<file path="config.mk">
export PLATFORM = sky130hd
export DESIGN_NAME = noc_input_port_ctrl
export DESIGN_NICKNAME = d
export VERILOG_FILES = /design/src/rtl/noc_pkg.sv /design/src/rtl/noc_xy_route.sv /design/src/rtl/noc_input_port_ctrl.sv
export SDC_FILE = /design/constraint.sdc
export NUM_CORES = 1
export LEC_CHECK = 0
export BUFFER_PORTS_ARGS = -buffer_cell sky130_fd_sc_hd__buf_2
export CORE_UTILIZATION = 30
export DETAILED_ROUTE_END_ITERATION = 10
export HOLD_SLACK_MARGIN = 0.05
export PLACE_DENSITY = 0.53
export SLEW_MARGIN = 30
export SYNTH_ARGS = -nofsm -noshare
export SYNTH_HDL_FRONTEND = slang
export SYNTH_SLANG_ARGS = --single-unit
</file>
<file path="constraint.sdc">
create_clock -name clk -period 3.5 [get_ports clk]
set_input_delay 0.175 -clock clk [delete_from_list [all_inputs] [get_ports clk]]
set_output_delay 0.175 -clock clk [all_outputs]
set_load 0.02 [all_outputs]
</file>
<file path="src/rtl/noc_pkg.sv">
// Shared constants and FSM encoding for the router input-port controller.
package noc_pkg;
    localparam int FLIT_W  = 40;
    localparam int COORD_W = 3;
    localparam int NPORTS  = 5;

    localparam int P_N = 0;
    localparam int P_E = 1;
    localparam int P_S = 2;
    localparam int P_W = 3;
    localparam int P_L = 4;

    typedef enum logic [2:0] {
        ST_IDLE,
        ST_POP,
        ST_LATCH,
        ST_REQ,
        ST_SEND
    } state_e;
endpackage

</file>
<file path="src/rtl/noc_xy_route.sv">
// Combinational dimension-ordered (X then Y) route decode to a one-hot output port.
module noc_xy_route #(
    parameter int COORD_W = noc_pkg::COORD_W,
    parameter int CUR_X   = 0,
    parameter int CUR_Y   = 0
) (
    input  logic [COORD_W-1:0] dst_x_i,
    input  logic [COORD_W-1:0] dst_y_i,
    output logic [4:0]         route_o
);
    import noc_pkg::*;

    localparam logic [COORD_W-1:0] CX = COORD_W'(CUR_X);
    localparam logic [COORD_W-1:0] CY = COORD_W'(CUR_Y);

    always_comb begin
        route_o = '0;
        if (dst_x_i > CX)
            route_o[P_E] = 1'b1;
        else if (dst_x_i < CX)
            route_o[P_W] = 1'b1;
        else if (dst_y_i > CY)
            route_o[P_N] = 1'b1;
        else if (dst_y_i < CY)
            route_o[P_S] = 1'b1;
        else
            route_o[P_L] = 1'b1;
    end
endmodule

</file>
<file path="src/rtl/noc_input_port_ctrl.sv">
// Drains one input FIFO a single-flit packet at a time, requests the XY output
// port from the arbiter and forwards the flit to the crossbar on grant.
module noc_input_port_ctrl #(
    parameter int FLIT_W  = noc_pkg::FLIT_W,
    parameter int COORD_W = noc_pkg::COORD_W,
    parameter int CUR_X   = 0,
    parameter int CUR_Y   = 0
) (
    input  logic              clk,
    input  logic              rst,
    input  logic              fifo_empty,
    input  logic              fifo_wr,
    output logic              fifo_rd,
    input  logic [FLIT_W-1:0] fifo_data,
    output logic              req,
    output logic [4:0]        route,
    input  logic              grant,
    output logic [FLIT_W-1:0] out_data,
    output logic              out_valid
);
    import noc_pkg::*;

    state_e            state_q, state_d;
    logic [FLIT_W-1:0] flit_q;
    logic [4:0]        route_q;
    logic [4:0]        xy_route;
    logic [COORD_W-1:0] dst_x, dst_y;

    assign dst_x = fifo_data[FLIT_W-1 -: COORD_W];
    assign dst_y = fifo_data[FLIT_W-1-COORD_W -: COORD_W];

    noc_xy_route #(
        .COORD_W (COORD_W),
        .CUR_X   (CUR_X),
        .CUR_Y   (CUR_Y)
    ) u_xy_route (
        .dst_x_i (dst_x),
        .dst_y_i (dst_y),
        .route_o (xy_route)
    );

    always_ff @(posedge clk or posedge rst) begin
        if (rst)
            state_q <= ST_IDLE;
        else
            state_q <= state_d;
    end

    // FIFO read data is valid only in the cycle after an accepted pop.
    always_ff @(posedge clk or posedge rst) begin
        if (rst) begin
            flit_q  <= '0;
            route_q <= '0;
        end else if (state_q == ST_LATCH) begin
            flit_q  <= fifo_data;
            route_q <= xy_route;
        end
    end

    always_comb begin
        state_d   = state_q;
        fifo_rd   = 1'b0;
        req       = 1'b0;
        route     = '0;
        out_valid = 1'b0;
        out_data  = '0;
        case (state_q)
            ST_IDLE: begin
                if (!fifo_empty)
                    state_d = ST_POP;
            end
            ST_POP: begin
                fifo_rd = 1'b1;
                // The FIFO drops a read that coincides with a write; retry.
                if (!fifo_wr)
                    state_d = ST_LATCH;
            end
            ST_LATCH: begin
                state_d = ST_REQ;
            end
            ST_REQ: begin
                req   = 1'b1;
                route = route_q;
                if (grant)
                    state_d = ST_SEND;
            end
            ST_SEND: begin
                out_valid = 1'b1;
                out_data  = flit_q;
                state_d   = fifo_empty ? ST_IDLE : ST_POP;
            end
            default: state_d = ST_IDLE;
        endcase
    end
endmodule

</file>
After elaboration in Yosys (flattened, before gate mapping)
Index checks and enable logic that the tools add are counted.
{ "classes": {"addsub": 0, "mux": 22, "eq_ne": 7, "multipliers": 0, "shifts": 0, "magnitude_cmp": 4, "reduce_logical": 2, "div": 0, "n_bitwise": 0} }
{ "ops": {"columns": ["op", "count"], "rows": [
  ["40-bit two-way mux", 1],
  ["1-bit two-way mux", 15],
  ["3-bit one-hot mux with 5 select lines", 1],
  ["3-bit two-way mux", 4],
  ["3-bit by 2-bit == test with 1-bit output (second input constant)", 2],
  ["3-bit by 1-bit > comparator with 1-bit output (second input constant)", 2],
  ["3-bit by 1-bit less-than comparator with 1-bit output (second input constant)", 2],
  ["2-bit inequality test (second input constant)", 3],
  ["5-bit two-way mux", 1],
  ["3-bit by 1-bit == test with 1-bit output (second input constant)", 1],
  ["3-bit == test (second input constant)", 1],
  ["3-bit logical NOT", 1],
  ["3-bit AND reduction", 1]
]} }
{ "word_totals": {"output_inout_bits": 48, "romBits": 0, "word_cells": 38, "ram_bits": 0, "n_memories": 0, "latchBits": 0, "inputBits": 45, "ff_bits": 48} }

Longest topological paths before layout
{ "depth": {"ltp_word": 5, "ltp_mapped": 5, "depth_no_buf": 3} }

Cells and area by module
A second synthesis with hierarchy kept.
{ "hier_totals": {"hier_cells": 167, "area_unflattened_um2": 2207.1} }
{ "by_module_without_submodules": {"columns": ["mod", "area_per_inst_um2", "n_inst", "seq_area_each_um2", "cells_per_inst"], "rows": [
  ["noc_input_port_ctrl", 2162.1, 1, 1201.2, 160],
  ["noc_xy_route", 45.0, 1, 0.0, 7]
]} }

Least setup slack after synthesis
No wires, ideal clock.
{ "synth_path": {"kind": "register to output", "from": "register state_q[1]", "to": "output route[0]", "stages_incl_launch_ff": 4, "path_slack_ns": 1.845, "required_ns": 3.325, "path_buffers": 0, "arrival_ns": 1.480, "cell_sequence": "dfrtp_1 -> inv_1 -> nor3b_1 -> and2_1"} }
{ "synth_via": {"elab_chain_len": 2} }
{ "synth_rtl": {"columns": ["element", "line_no", "source"], "rows": [
  ["start, declared", "noc_input_port_ctrl.sv:23", "state_e state_q, state_d;"],
  ["start signal, assigned", "noc_input_port_ctrl.sv:46", "state_q <= state_d;"],
  ["3-bit by 2-bit == test with 1-bit output", "noc_input_port_ctrl.sv:67", "case (state_q)"],
  ["5-bit two-way mux", "noc_input_port_ctrl.sv:67", null],
  ["end, declared", "noc_input_port_ctrl.sv:16", "output logic [4:0] route,"]
]} }
Every way passes these cells.

Worst setup path after layout
{ "layout_path": {"from": "register state_q[0]", "to": "output out_data[20]"} }
{ "layout_via": {"elab_chain_len": 2} }
{ "layout_rtl": {"columns": ["element", "line_no", "source"], "rows": [
  ["3-bit == test", "noc_input_port_ctrl.sv:67", null],
  ["40-bit two-way mux", "noc_input_port_ctrl.sv:67", null],
  ["end, declared", "noc_input_port_ctrl.sv:18", "output logic [FLIT_W-1:0] out_data,"]
]} }
Every way passes these cells.

==> impl_metrics.csv <==
group,metric,value,unit
run_status,status,"finished clean",
sta,rsz0062_at_grt,"no",
sta,timing.setup.tns,0,ps
power_and_ir_drop,power.density,736,nW/um^2
route,drt_iter0_drc,41,
worst_hold_path,hp-class,"in -> reg",
grt,grt_pass1_vias,1452,
yosys,syn_area_per_cell,12.9,sq um
route,drtAntennaViolNets,0,
layout,nNetsFinal,299,
critical_path,crit_type,"reg -> out",
floorplan,row_count,30,
route,vias_per_cell,4.42,
grt,grt.total_usage,11.3,%
clocking,cts.sinks,46,
yosys,ys_top_cells_by_area,"dfrtp_1, mux2_1, and2_1, buf_6, mux2_2",
layout,fillCellCount,667,
layout,layout-drive-gt1-share,42.7,%
floorplan,dieArea,7330,sq um
placement,post-dp-hpwl,2740,microns
grt,grt_pass1_wl,6430,microns
yosys,synth_area_leader_cell,"dfrtp_1",
power_and_ir_drop,vdd_ir_drop_max,0.000347,V
grt,antenna_found_initial,0,
placement,finalWeightedCongestion,0.654,
floorplan,start_util,31.0,%
floorplan,die_h,85.6,microns
clocking,htreeDepth,2,
critical_path,cp_max_fo,21,
critical_path,cp_data_required_time,3320,ps
sta,fmax,458,MHz
sta,worst_slew_margin_rel,58.8,%
floorplan,die_w,85.6,microns
power_and_ir_drop,total_power,2.03,mW
yosys,syn-cell-area,2100,sq um
layout,antenna_cells,0,
clocking,insertion_delay,290,ps
critical_path,end_kind,"output pin",
route,wl_per_cell,11.6,microns
yosys,yosys.area.top_type_share,54.9,%
clocking,clockBufferDepth,2,
yosys,ys_warn_count,0,
route,drt-total-wl,3890,microns
grt,grt_overflow_total,0,
yosys,ys_seq_elements,46,
layout,areaGrowthSynthToFinish,31.3,%
sta,setup_viol,0,
sta,finClkSkew,5.22,ps
critical_path,crit_arrival,2010,ps
route,drc,0,
yosys,ys_seq_area_share,54.9,%
clocking,clk_pin_slew,80,ps
sta,drv_slew,0,
floorplan,core_area,6760,sq um
sta,fin_crit,2180,ps
clocking,root_buffer,"clkbuf_8",
route,dr_total_vias,1480,
critical_path,worst_setup_path_start_kind,"register",
sta,final_hold_viol_count,0,
yosys,synth_cells,163,
floorplan,io_pins,93,
route,firstDrtPassIters,4,
clocking,cts_tree,"built",
sta,fin_crit_sh,62.3,%
yosys,ys_types,22,
power_and_ir_drop,p_leak,1.41,nW
run,cap_violations,0,
grt,grt_max_degree,47,
sta,tightest_slew,618,ps
clocking,cts_buffers,5,
placement,io_buffers,90,
## logic make-up after synthesis
| logic type | after synthesis | synth area share, % |
|---|---|---|
| buf+inv | 16 | 5.07 |
| simple gates | 53 | 16.1 |
| flops | 46 | 54.9 |
| other cells | 1 | 0.179 |
| compound gates | 7 | 2.27 |
| mux | 40 | 21.5 |
## synth_stat cells
library cell  instances
buf_4                 2
nor3b_1               2
inv_1                 5
dfrtp_1              46
a21boi_0              1
nor2_1                1
o32ai_1               1
mux2_1               35
a31oi_1               2
conb_1                1
nand3_1               1
o21ai_0               1
mux2_2                5
buf_6                 5
clkbuf_1              3
o21a_1                1
nand2_1               1
buf_2                 1
nor3b_2               2
o22ai_1               1
and2_1               44
nor3_1                2
## stage by stage
stage	cell area, sq um	hold slack, ps	worst slack (ps)	instances	util, %
2_1_floorplan	2100	273	1840	164	-
3_3_place_gp	2600	381	1520	326	38.5
3_5_place_dp	2600	286	1550	326	38.5
4_1_cts	2750	53.1	1210	335	40.8
5_1_grt	2750	64.9	1100	335	40.8
6_report	2750	67.1	1320	335	40.8
## per-layer routing
layer  vias up  part of all wire [%]  global-route usage [%]
met5         -                     0                       0
met4         0                   1.0                    3.18
met1       695                    44                    13.7
met2        60                    47                    18.9
met3         5                   7.3                    4.04
li1        720                     -                       -
## timing repair
item / 4_1_cts / 5_1_grt
setup buffers: 0 / 0
endpoints found under the hold margin: 46 / 0
hold buffers: 1 / 0
gates resized for setup: 0 / 0
## registers in the layout, summed over array words and instances (netlist names)
signal and cells:
flit_q 40, state_q 3, route_q 3
## cell type report
class / count / area (sq um) / area share (%)
sequential: 46 / 1150 / 41.8
multi-input combinational: 102 / 856 / 31.1
timing repair buffer: 94 / 483 / 17.5
tap: 80 / 100 / 3.63
clock buffer: 6 / 82.6 / 3.00
clock inverter: 2 / 60.1 / 2.18
inverter: 5 / 21.3 / 0.772
## worst max-delay path: stages, from the launching register on
cell,delay (ps)
dfrtp_1,490
nor3b_4,570
buf_4,330
and2_1,160
buf_2,160
## cells in the final DEF, fill, tap and decap left out
cell | netlist | routed
a21boi_0 | 1 | 1
a31oi_1 | 2 | 2
and2_1 | 44 | 44
buf_2 | 1 | 90
buf_4 | 2 | 3
bufinv_16 | 0 | 2
clkbuf_8 | 0 | 6
conb_1 | 1 | 2
dfrtp_1 | 46 | 46
dlygate4sd3_1 | 0 | 1
inv_1 | 5 | 4
inv_4 | 0 | 1
mux2_1 | 35 | 35
mux2_2 | 5 | 5
nand2_1 | 1 | 1
nand3_1 | 1 | 1
nor2_1 | 1 | 1
nor3_1 | 2 | 2
nor3b_1 | 2 | 2
nor3b_4 | 0 | 2
o21a_1 | 1 | 1
o21ai_0 | 1 | 1
o22ai_1 | 1 | 1
o32ai_1 | 1 | 1
## power breakdown
| part | leakage (nW) | internal (mW) | switching [mW] |
|---|---|---|---|
| registers | 0.546 | 0.798 | 0.127 |
| logic | 0.791 | 0.329 | 0.297 |
| clock network | 0.0714 | 0.304 | 0.172 |
## final timing paths
path,cells after the start,start,endpoint,slack (ps)
max,4,state_q[0],out_data[20],1320
min,2,fifo_empty,state_q[0],70
max reg2reg,3,state_q[0],flit_q[23],1950
min reg2reg,1,flit_q[3],flit_q[3],480
max in group asynchronous,3,rst,flit_q[16],2610
min in group asynchronous,3,rst,flit_q[10],490
(Power assumes the default switching activity.)
